==> src/rtl/weight_fetch_seq_if.sv <==
// -----------------------------------------------------------------------------
// weight_fetch_seq_if
//   Bus between the weight fetch sequencer and the weight memory interface.
//
//   Signals:
//     mem_addr          sequencer -> memory  word address of the current read
//     mem_read_weights  sequencer -> memory  read strobe, one word per cycle
//     mem_weight_in     memory -> sequencer  registered read data; it belongs
//                                            to the read presented one cycle
//                                            earlier
//
//   Handshake: there is no back-pressure. Every cycle with mem_read_weights=1
//   is one accepted read of mem_addr, and its data must appear on
//   mem_weight_in in the following cycle. Outside those cycles mem_weight_in
//   carries no meaning.
//
//   Modports:
//     master  the sequencer side
//     slave   the memory side
// -----------------------------------------------------------------------------
interface weight_fetch_seq_if #(
  parameter int ADDR_W = 16,
  parameter int DATA_W = 8
);
  logic [ADDR_W-1:0] mem_addr;
  logic              mem_read_weights;
  logic [DATA_W-1:0] mem_weight_in;

  modport master (
    output mem_addr,
    output mem_read_weights,
    input  mem_weight_in
  );

  modport slave (
    input  mem_addr,
    input  mem_read_weights,
    output mem_weight_in
  );
endinterface

==> src/rtl/weight_fetch_seq.sv <==
// -----------------------------------------------------------------------------
// weight_fetch_seq
//   Reads ARRAY_N*ARRAY_N consecutive weight words from the weight memory
//   interface and assembles them into one tile for the systolic array.
//
//   Ports:
//     clk, rst       clock; synchronous active-high reset
//     start          one-cycle fetch request, only honoured in IDLE
//     base_addr      address of tile word 0, captured together with start
//     mem            weight memory bus (master side)
//     weights_flat   tile, slot s at [(s+1)*DATA_W-1 : s*DATA_W]
//     weights_valid  high while weights_flat holds a complete tile
//     busy           high in FETCH and DRAIN
//     done           one-cycle pulse in the cycle the tile completes
//     dbg_state_o    current FSM state (IDLE=0, FETCH=1, DRAIN=2, DONE=3)
//
//   Handshake: start and done are single-cycle pulses with no ready
//   signal; a start that arrives while the sequencer is not IDLE is dropped.
//
//   Configuration macro: WEIGHT_TRANSPOSE_EN
//     undefined  word k lands in slot k (row-major tile)
//     defined    word k (row k/ARRAY_N, col k%ARRAY_N) lands in slot
//                col*ARRAY_N+row (column-major tile)
// -----------------------------------------------------------------------------
module weight_fetch_seq #(
  parameter int DATA_W  = 8,
  parameter int ARRAY_N = 2,
  parameter int ADDR_W  = 16
) (
  input  logic                               clk,
  input  logic                               rst,
  input  logic                               start,
  input  logic [ADDR_W-1:0]                  base_addr,
  weight_fetch_seq_if.master                 mem,
  output logic [ARRAY_N*ARRAY_N*DATA_W-1:0]  weights_flat,
  output logic                               weights_valid,
  output logic                               busy,
  output logic                               done,
  output logic [1:0]                         dbg_state_o
);

  localparam int NN     = ARRAY_N * ARRAY_N;
  localparam int CNT_W  = $clog2(NN + 1);
  localparam int TILE_W = NN * DATA_W;

  localparam logic [CNT_W-1:0] NN_C   = CNT_W'(NN);
  localparam logic [CNT_W-1:0] LAST_C = CNT_W'(NN - 1);

  typedef enum logic [1:0] {
    IDLE  = 2'd0,
    FETCH = 2'd1,
    DRAIN = 2'd2,
    DONE  = 2'd3
  } state_t;

  state_t              state_q, state_d;
  logic [ADDR_W-1:0]   addr_q, addr_d;
  logic                rd_q, rd_d;
  logic                rd_dly_q, rd_dly_d;   // read strobe delayed to the data cycle
  logic [CNT_W-1:0]    issue_q, issue_d;     // reads presented so far
  logic [CNT_W-1:0]    cap_q, cap_d;         // index of the next word to capture
  logic [TILE_W-1:0]   flat_q, flat_d;
  logic                valid_q, valid_d;
  logic                busy_q, busy_d;
  logic                done_q, done_d;

  // Tile slot that word k is written to.
  function automatic int slot_of(input logic [CNT_W-1:0] k);
`ifdef WEIGHT_TRANSPOSE_EN
    int row;
    int col;
    row = int'(k) / ARRAY_N;
    col = int'(k) % ARRAY_N;
    return col * ARRAY_N + row;
`else
    return int'(k);
`endif
  endfunction

  always_ff @(posedge clk) begin
    if (rst) begin
      state_q  <= IDLE;
      addr_q   <= '0;
      rd_q     <= 1'b0;
      rd_dly_q <= 1'b0;
      issue_q  <= '0;
      cap_q    <= '0;
      flat_q   <= '0;
      valid_q  <= 1'b0;
      busy_q   <= 1'b0;
      done_q   <= 1'b0;
    end else begin
      state_q  <= state_d;
      addr_q   <= addr_d;
      rd_q     <= rd_d;
      rd_dly_q <= rd_dly_d;
      issue_q  <= issue_d;
      cap_q    <= cap_d;
      flat_q   <= flat_d;
      valid_q  <= valid_d;
      busy_q   <= busy_d;
      done_q   <= done_d;
    end
  end

  always_comb begin
    state_d  = state_q;
    addr_d   = addr_q;
    rd_d     = rd_q;
    rd_dly_d = rd_q;
    issue_d  = issue_q;
    cap_d    = cap_q;
    flat_d   = flat_q;
    valid_d  = valid_q;
    busy_d   = busy_q;
    done_d   = 1'b0;

    // The memory registers its output, so the word for a read presented
    // last cycle is on mem_weight_in now. Anything seen outside these
    // cycles is stale and never captured.
    if (rd_dly_q) begin
      flat_d[slot_of(cap_q)*DATA_W +: DATA_W] = mem.mem_weight_in;
      cap_d = cap_q + CNT_W'(1);
    end

    case (state_q)
      IDLE: begin
        if (start) begin
          state_d = FETCH;
          addr_d  = base_addr;
          rd_d    = 1'b1;
          issue_d = CNT_W'(1);
          cap_d   = '0;
          valid_d = 1'b0;
          busy_d  = 1'b1;
        end
      end
      FETCH: begin
        if (issue_q == NN_C) begin
          rd_d    = 1'b0;
          state_d = DRAIN;
        end else begin
          // Wraps modulo 2^ADDR_W by construction.
          addr_d  = addr_q + ADDR_W'(1);
          issue_d = issue_q + CNT_W'(1);
        end
      end
      DRAIN: begin
        if (rd_dly_q && (cap_q == LAST_C)) begin
          state_d = DONE;
          done_d  = 1'b1;
          valid_d = 1'b1;
          busy_d  = 1'b0;
        end
      end
      DONE: begin
        state_d = IDLE;
      end
      default: begin
        state_d = IDLE;
      end
    endcase
  end

  assign mem.mem_addr         = addr_q;
  assign mem.mem_read_weights = rd_q;
  assign weights_flat         = flat_q;
  assign weights_valid        = valid_q;
  assign busy                 = busy_q;
  assign done                 = done_q;
  assign dbg_state_o          = state_q;

endmodule
==> src/flat_wrapper.sv <==
// flat-port wrapper written by rule: the top's interface ports become plain ports
module weight_fetch_seq_flat 
#(
  parameter int DATA_W  = 8,
  parameter int ARRAY_N = 2,
  parameter int ADDR_W  = 16
)
  (clk, rst, start, base_addr, weights_flat, weights_valid, busy, done, dbg_state_o, mem_mem_addr, mem_mem_read_weights, mem_mem_weight_in);
  weight_fetch_seq_if #(.ADDR_W(ADDR_W), .DATA_W(DATA_W)) mem_i ();
  input  logic clk;
  input  logic rst;
  input  logic start;
  input  logic [ADDR_W-1:0] base_addr;
  output logic [ARRAY_N*ARRAY_N*DATA_W-1:0] weights_flat;
  output logic weights_valid;
  output logic busy;
  output logic done;
  output logic [1:0] dbg_state_o;
  output wire logic [$bits(mem_i.mem_addr)-1:0] mem_mem_addr;
  output wire logic [$bits(mem_i.mem_read_weights)-1:0] mem_mem_read_weights;
  input wire logic [$bits(mem_i.mem_weight_in)-1:0] mem_mem_weight_in;
  assign mem_mem_addr = mem_i.mem_addr;
  assign mem_mem_read_weights = mem_i.mem_read_weights;
  assign mem_i.mem_weight_in = mem_mem_weight_in;
  weight_fetch_seq #(.DATA_W(DATA_W), .ARRAY_N(ARRAY_N), .ADDR_W(ADDR_W)) u_core (.clk(clk), .rst(rst), .start(start), .base_addr(base_addr), .mem(mem_i), .weights_flat(weights_flat), .weights_valid(weights_valid), .busy(busy), .done(done), .dbg_state_o(dbg_state_o));
endmodule
==> config.mk <==
export PLATFORM = sky130hd
export DESIGN_NAME = weight_fetch_seq_flat
export DESIGN_NICKNAME = d
export VERILOG_FILES = /design/src/rtl/weight_fetch_seq_if.sv /design/src/rtl/weight_fetch_seq.sv /design/src/flat_wrapper.sv
export SDC_FILE = /design/constraint.sdc
export NUM_CORES = 1
export LEC_CHECK = 0
export CORE_ASPECT_RATIO = 0.6
export CORE_MARGIN = 3
export CORE_UTILIZATION = 48
export DETAILED_ROUTE_END_ITERATION = 6
export HOLD_SLACK_MARGIN = 0.15
export PLACE_DENSITY = 0.77
export SLEW_MARGIN = 20
export SYNTH_ARGS = -nofsm -noshare
export SYNTH_HDL_FRONTEND = slang
export SYNTH_SLANG_ARGS = --single-unit
==> constraint.sdc <==
create_clock -name clk -period 2.7 [get_ports clk]
set_input_delay 0.54 -clock clk [delete_from_list [all_inputs] [get_ports clk]]
set_output_delay 0.54 -clock clk [all_outputs]
set_load 0.02 [all_outputs]
; ---- Word level (Yosys, flattened, before mapping)
; Index checks and enable logic that the tools add are counted.
[classes]
addsub = 4
eq_ne = 9
shifts = 2
muxes = 23
reduce_logical = 9
bitwise_logic = 1
[op_table]
columns = operator, count
row1 = 6-bit negation with 33-bit output, 1
row2 = 8-bit by 33-bit variable shift with 32-bit output (first input constant), 1
row3 = 8-bit by 33-bit indexed part select with 32-bit output, 1
row4 = 32-bit bitwise mux, 1
row5 = 16-bit two-way mux, 2
row6 = 16-bit one-hot mux with 2 select lines, 1
row7 = 16-bit by 1-bit adder with 16-bit output (second input constant), 1
row8 = 3-bit two-way mux, 5
row9 = 3-bit AND reduction, 4
row10 = 2-bit one-hot mux with 4 select lines, 1
row11 = 3-bit by 1-bit adder with 3-bit output (second input constant), 2
row12 = 1-bit two-way mux, 6
row13 = 2-bit two-way mux, 3
row14 = 1-bit one-hot mux with 2 select lines, 3
row15 = 3-bit one-hot mux with 2 select lines, 1
row16 = 2-bit == test (second input constant), 2
row17 = 2-bit by 1-bit != test with 1-bit output (second input constant), 2
row18 = 2-bit != test (second input constant), 2
row19 = 2-bit nonzero test, 2
row20 = 3-bit by 2-bit == test with 1-bit output (second input constant), 1
row21 = 3-bit == test (second input constant), 1
row22 = 2-bit by 1-bit == test with 1-bit output (second input constant), 1
row23 = 2-bit logical NOT, 1
row24 = 2-bit OR reduction, 1
row25 = other kinds (2), 2
[word_totals]
output_inout_bits = 54
reg_bits = 61
in_bits = 27
elab_cells = 58

; ---- Longest topological paths before layout
[logic_depth]
ltp_word = 4
mapped_depth = 9
ltp_nobuf = 7

; ---- Least setup slack after synthesis
; OpenSTA, ideal clock, no wires.
[synth_timing]
path_type = reg-to-reg
from = register u_core.cap_q[0]
to = register u_core.flat_q[16], in the netlist u_core.weights_flat[16]
n_path_buf = 0
setup_slack_ns = 0.593
stages_incl_launch_ff = 8
t_required_ns = 2.634
arrival_ns = 2.041
setup_time_ns = 0.066
period_less_slack_ns = 2.107
path_cell_list = dfxtp_1 > inv_1 > ha_1 > ha_1 > nand3_1 > nor4b_2 > a22oi_1 > nor2_1
[synth_between]
elab_chain_cells = 3
word_cells_on_any_way = 4
classes_between = add/sub: 1 / shift: 2 / mux: 1
[synth_rtl]
columns = item, line
row1 = from (decl), weight_fetch_seq.sv:61  ; logic [CNT_W-1:0] cap_q, cap_d;
row2 = from (signal assigned), weight_fetch_seq.sv:98  ; cap_q <= cap_d;
row3 = 6-bit negation with 33-bit output (*), weight_fetch_seq.sv:122  ; flat_d[slot_of(cap_q)*DATA_W +: DATA_W] = mem.mem_weight_in;
row4 = 8-bit by 33-bit indexed part select with 32-bit output / 8-bit by 33-bit variable shift with 32-bit output (equally long branches), weight_fetch_seq.sv:122
row5 = 32-bit bitwise mux (*), weight_fetch_seq.sv:122
row6 = to (signal assigned), weight_fetch_seq.sv:99  ; flat_q <= flat_d;
row7 = to (decl), weight_fetch_seq.sv:62  ; logic [TILE_W-1:0] flat_q, flat_d;
; Every way passes the cells marked *; elsewhere a longest branch is shown, timed or not.
; A chain may end at the register's enable or synchronous reset.

; ---- Worst setup path after layout
[layout_timing]
from = register u_core.cap_q[0]
to = register u_core.flat_q[20], in the netlist u_core.weights_flat[20]
; Same word-level chain as after synthesis.

==> metrics.cfg <==
[worst_setup_path]
crit_slowest_cell = dfxtp_1
worstReg2RegStart = u_core.cap_q[0]
worstPathArrival_ns = 2.60
cp_common_cell = ha_1
startpoint = u_core.cap_q[0]
required_ns = 2.98
crit_type = reg -> reg
cp-end-kind = flop
ff2ff_path_depth = 8
crit_path_max_fanout = 9
worstPathCellList = inv_1 -> ha_1 -> ha_1 -> nand3_1 -> nor4b_2 -> buf_4 -> a22oi_1 -> nor2_1
r2r_slack_ns = 0.37
endpoint = u_core.weights_flat[20]
r2r_end = u_core.weights_flat[20]
crit_path_start_kind = flop
max_stage_delay_ns = 0.51

[clock_network]
numCtsBuffers = 9
cts_setup_buffers = 0
cts-root-buf = clkbuf_8
cts.sinks = 61
path_clk_slew_ns = 0.08
cts.path.max_buffers = 2
cts_hold_buf = 0
cts_max_level = 3
cts_tree = built
post_cts_resized = 0
clk_latency_ns = 0.34

[grt]
grt_max_degree = 33
grt.overflow.total = 0
grt_pass1_vias = 2673
antenna_found_initial = 0
grt_usage = 0.246
grt_pass1_wl_um = 13700

[synth]
syn_inst = 347
synthArstFlopShare = 0
ys.warnings.count = 0
yosysTopAreaCell = dfxtp_1
syn_area_mm2 = 0.00292
synth_area_leaders = dfxtp_1 (42%), a21oi_1 (5.8%), ha_1 (5.6%), mux2i_1 (4.8%), nand3_1 (4.6%)
synth-edff-count = 0
ys_ff_latch = 61
syn-num-nets = 387
ys.flop_type = dfxtp_1
synthDistinctLibCells = 46
synth_top_area_frac = 0.419
yosysSeqAreaShare = 0.419
avgSynthCellArea_um2 = 8.41

[final_layout]
design_area_mm2 = 0.00397
n_fill_cell = 494
drive_above_1_share = 0.0766
diodes = 0
fin_nets = 466
final_cells = 511
syn_to_final_growth_pct = 36.1

[min_path]
hold_path.class = reg -> reg

[drt]
avgViaCountPerCell = 5.57
drt-total-wl_um = 8350
first_iter_violations = 224
detail_route.wl_per_cell_um = 16.3
drc = 0
first_pass_iters = 5
vias = 2846
ant_nets = 0

[pwr]
combPwrFrac = 0.392
switching_power_mw = 1.24
seqPwrFrac = 0.381
cellInternalPower_mw = 1.91
power_frac_clock = 0.228
p_sw_frac = 0.393
vdd_drop_max_uv = 408
p_per_area_mw_per_mm2 = 794
p_leak_nw = 1.44

[timing]
relSlewSlack = 0.640
skew_ns = 0.00813
fin_ws_ns = 0.375
rsz0062_at_grt = no
setup_viol = 0
fmax_mhz = 430
slew_viol_final = 0
fin_tns_setup_ns = 0
min_period_ns = 2.33
timing.final.crit_share = 0.861
tightest_slew_ns = 0.538
final-hold-violation-count = 0

[floorplan]
initial_core_util = 0.509
die_area_mm2 = 0.00708
die_w_um = 107
rows = 21
core-area_mm2 = 0.00573
pin_count = 81
die_h_um = 66.4

[placement]
dp_cells = 495
dpl.hpwl_um = 5960
dp_slack_ns = 0.414
placed_area_mm2 = 0.00379
finalWeightedCongestion = 0.928
port_buffers = 80

[status]
status = completed

[run]
max_cap_violations = 0

synthesized netlist by cell type, types with 5 or more instances:
cell type and n:
inv_1 12, nand2_1 27, and2_1 5, dfxtp_1 61
mux2i_1 14, nor3_1 14, nand4_1 5, ha_1 13
nor3b_1 5, clkbuf_1 18, nand3_1 27, and3_1 6
o21ai_0 10, nor2b_1 7, a22oi_1 10, a21oi_1 34
nor2_1 32
kinds of logic after synthesis:
group / share of synthesized area
AO/OA/AOI/OAI: 0.156
adder cells (fa/ha/maj): 0.0557
multiplexers: 0.0596
buffers and inverters: 0.0476
flip-flops: 0.419
XOR/XNOR: 0.00600
AND/OR/NAND/NOR: 0.256
power groups by stage:
stage	sequential, mW	combinational, mW	clock, mW
floorplan	1.30	0.637	0
global placement	1.21	1.19	0
detailed placement	1.21	1.22	0
CTS	1.19	1.23	0.730
global route	1.22	1.35	0.772
finish	1.20	1.23	0.718
critical path, delay by kind of cell (launching register included):
kind	cells	cell delay [ns]
buffers and inverters	2	0.34
AO/OA/AOI/OAI	1	0.08
flip-flops	1	0.51
adder cells (fa/ha/maj)	2	0.60
AND/OR/NAND/NOR	3	0.75
per-layer routing:
layer,GRT usage,part of all wire
met1,0.382,0.50
met2,0.330,0.41
met3,0.0615,0.093
met4,0.0590,0.0048
met5,0,0
cell usage in the layout (no fill, tap or decap), drive strengths merged, types with 2 or more instances in the layout:
cell type and n:
or4 2, nor4 2, nand4 5, o211ai 2
nor2b 7, and4 3, nand4b 2, inv 13
and2 5, nand2 27, xnor2 2, nand3 27
clkdlybuf4s50 79, buf 11, nor3 14, nor2 32
clkbuf 9, ha 13, a31oi 4, a211oi 4
mux2i 14, a21oi 34, dfxtp 61, and3 6
or2 2, mux2 3, clkinvlp 5, a22oi 10
nor3b 5, o21ai 10, o22ai 2
worst min path at each step:
stage                         endpoint  slack, ns               startpoint  cells past startpoint
2_1_floorplan        u_core.issue_q[0]       0.47        u_core.issue_q[0]                      1
3_3_place_gp   u_core.weights_flat[30]       0.44  u_core.weights_flat[30]                      2
3_5_place_dp   u_core.weights_flat[30]       0.45  u_core.weights_flat[30]                      2
4_1_cts        u_core.weights_flat[30]       0.46  u_core.weights_flat[30]                      2
5_1_grt        u_core.weights_flat[12]       0.48  u_core.weights_flat[12]                      2
6_report       u_core.weights_flat[30]       0.46  u_core.weights_flat[30]                      2
area by class of cell:
type,count,area (µm²),share of cell area
inverters,12,45.0,0.0113
multi-input cells,252,1560,0.392
repair buffers,90,871,0.219
well taps,80,100,0.0252
flip-flops and latches,61,1220,0.308
clock inverters,7,51.3,0.0129
clock buffers,9,124,0.0312
state kept, by name (all words and copies together) (netlist names):
name                         cells
u_core.weights_valid             1
u_core.rd_dly_q                  1
u_core.cap_q                     3
u_core.dbg_state_o               2
u_core.weights_flat             32
u_core.mem.mem_addr             16
u_core.busy                      1
u_core.done                      1
u_core.mem.mem_read_weights      1
u_core.issue_q                   3
stage by stage:
step,utilization,hold WS (ns),power [mW]
2_1_floorplan,-,0.466,1.94
3_3_place_gp,0.663,0.442,2.40
3_5_place_dp,0.663,0.446,2.43
4_1_cts,0.693,0.457,3.15
5_1_grt,0.693,0.482,3.34
6_report,0.693,0.458,3.15
Note: power is estimated with default switching activity, not from simulation.
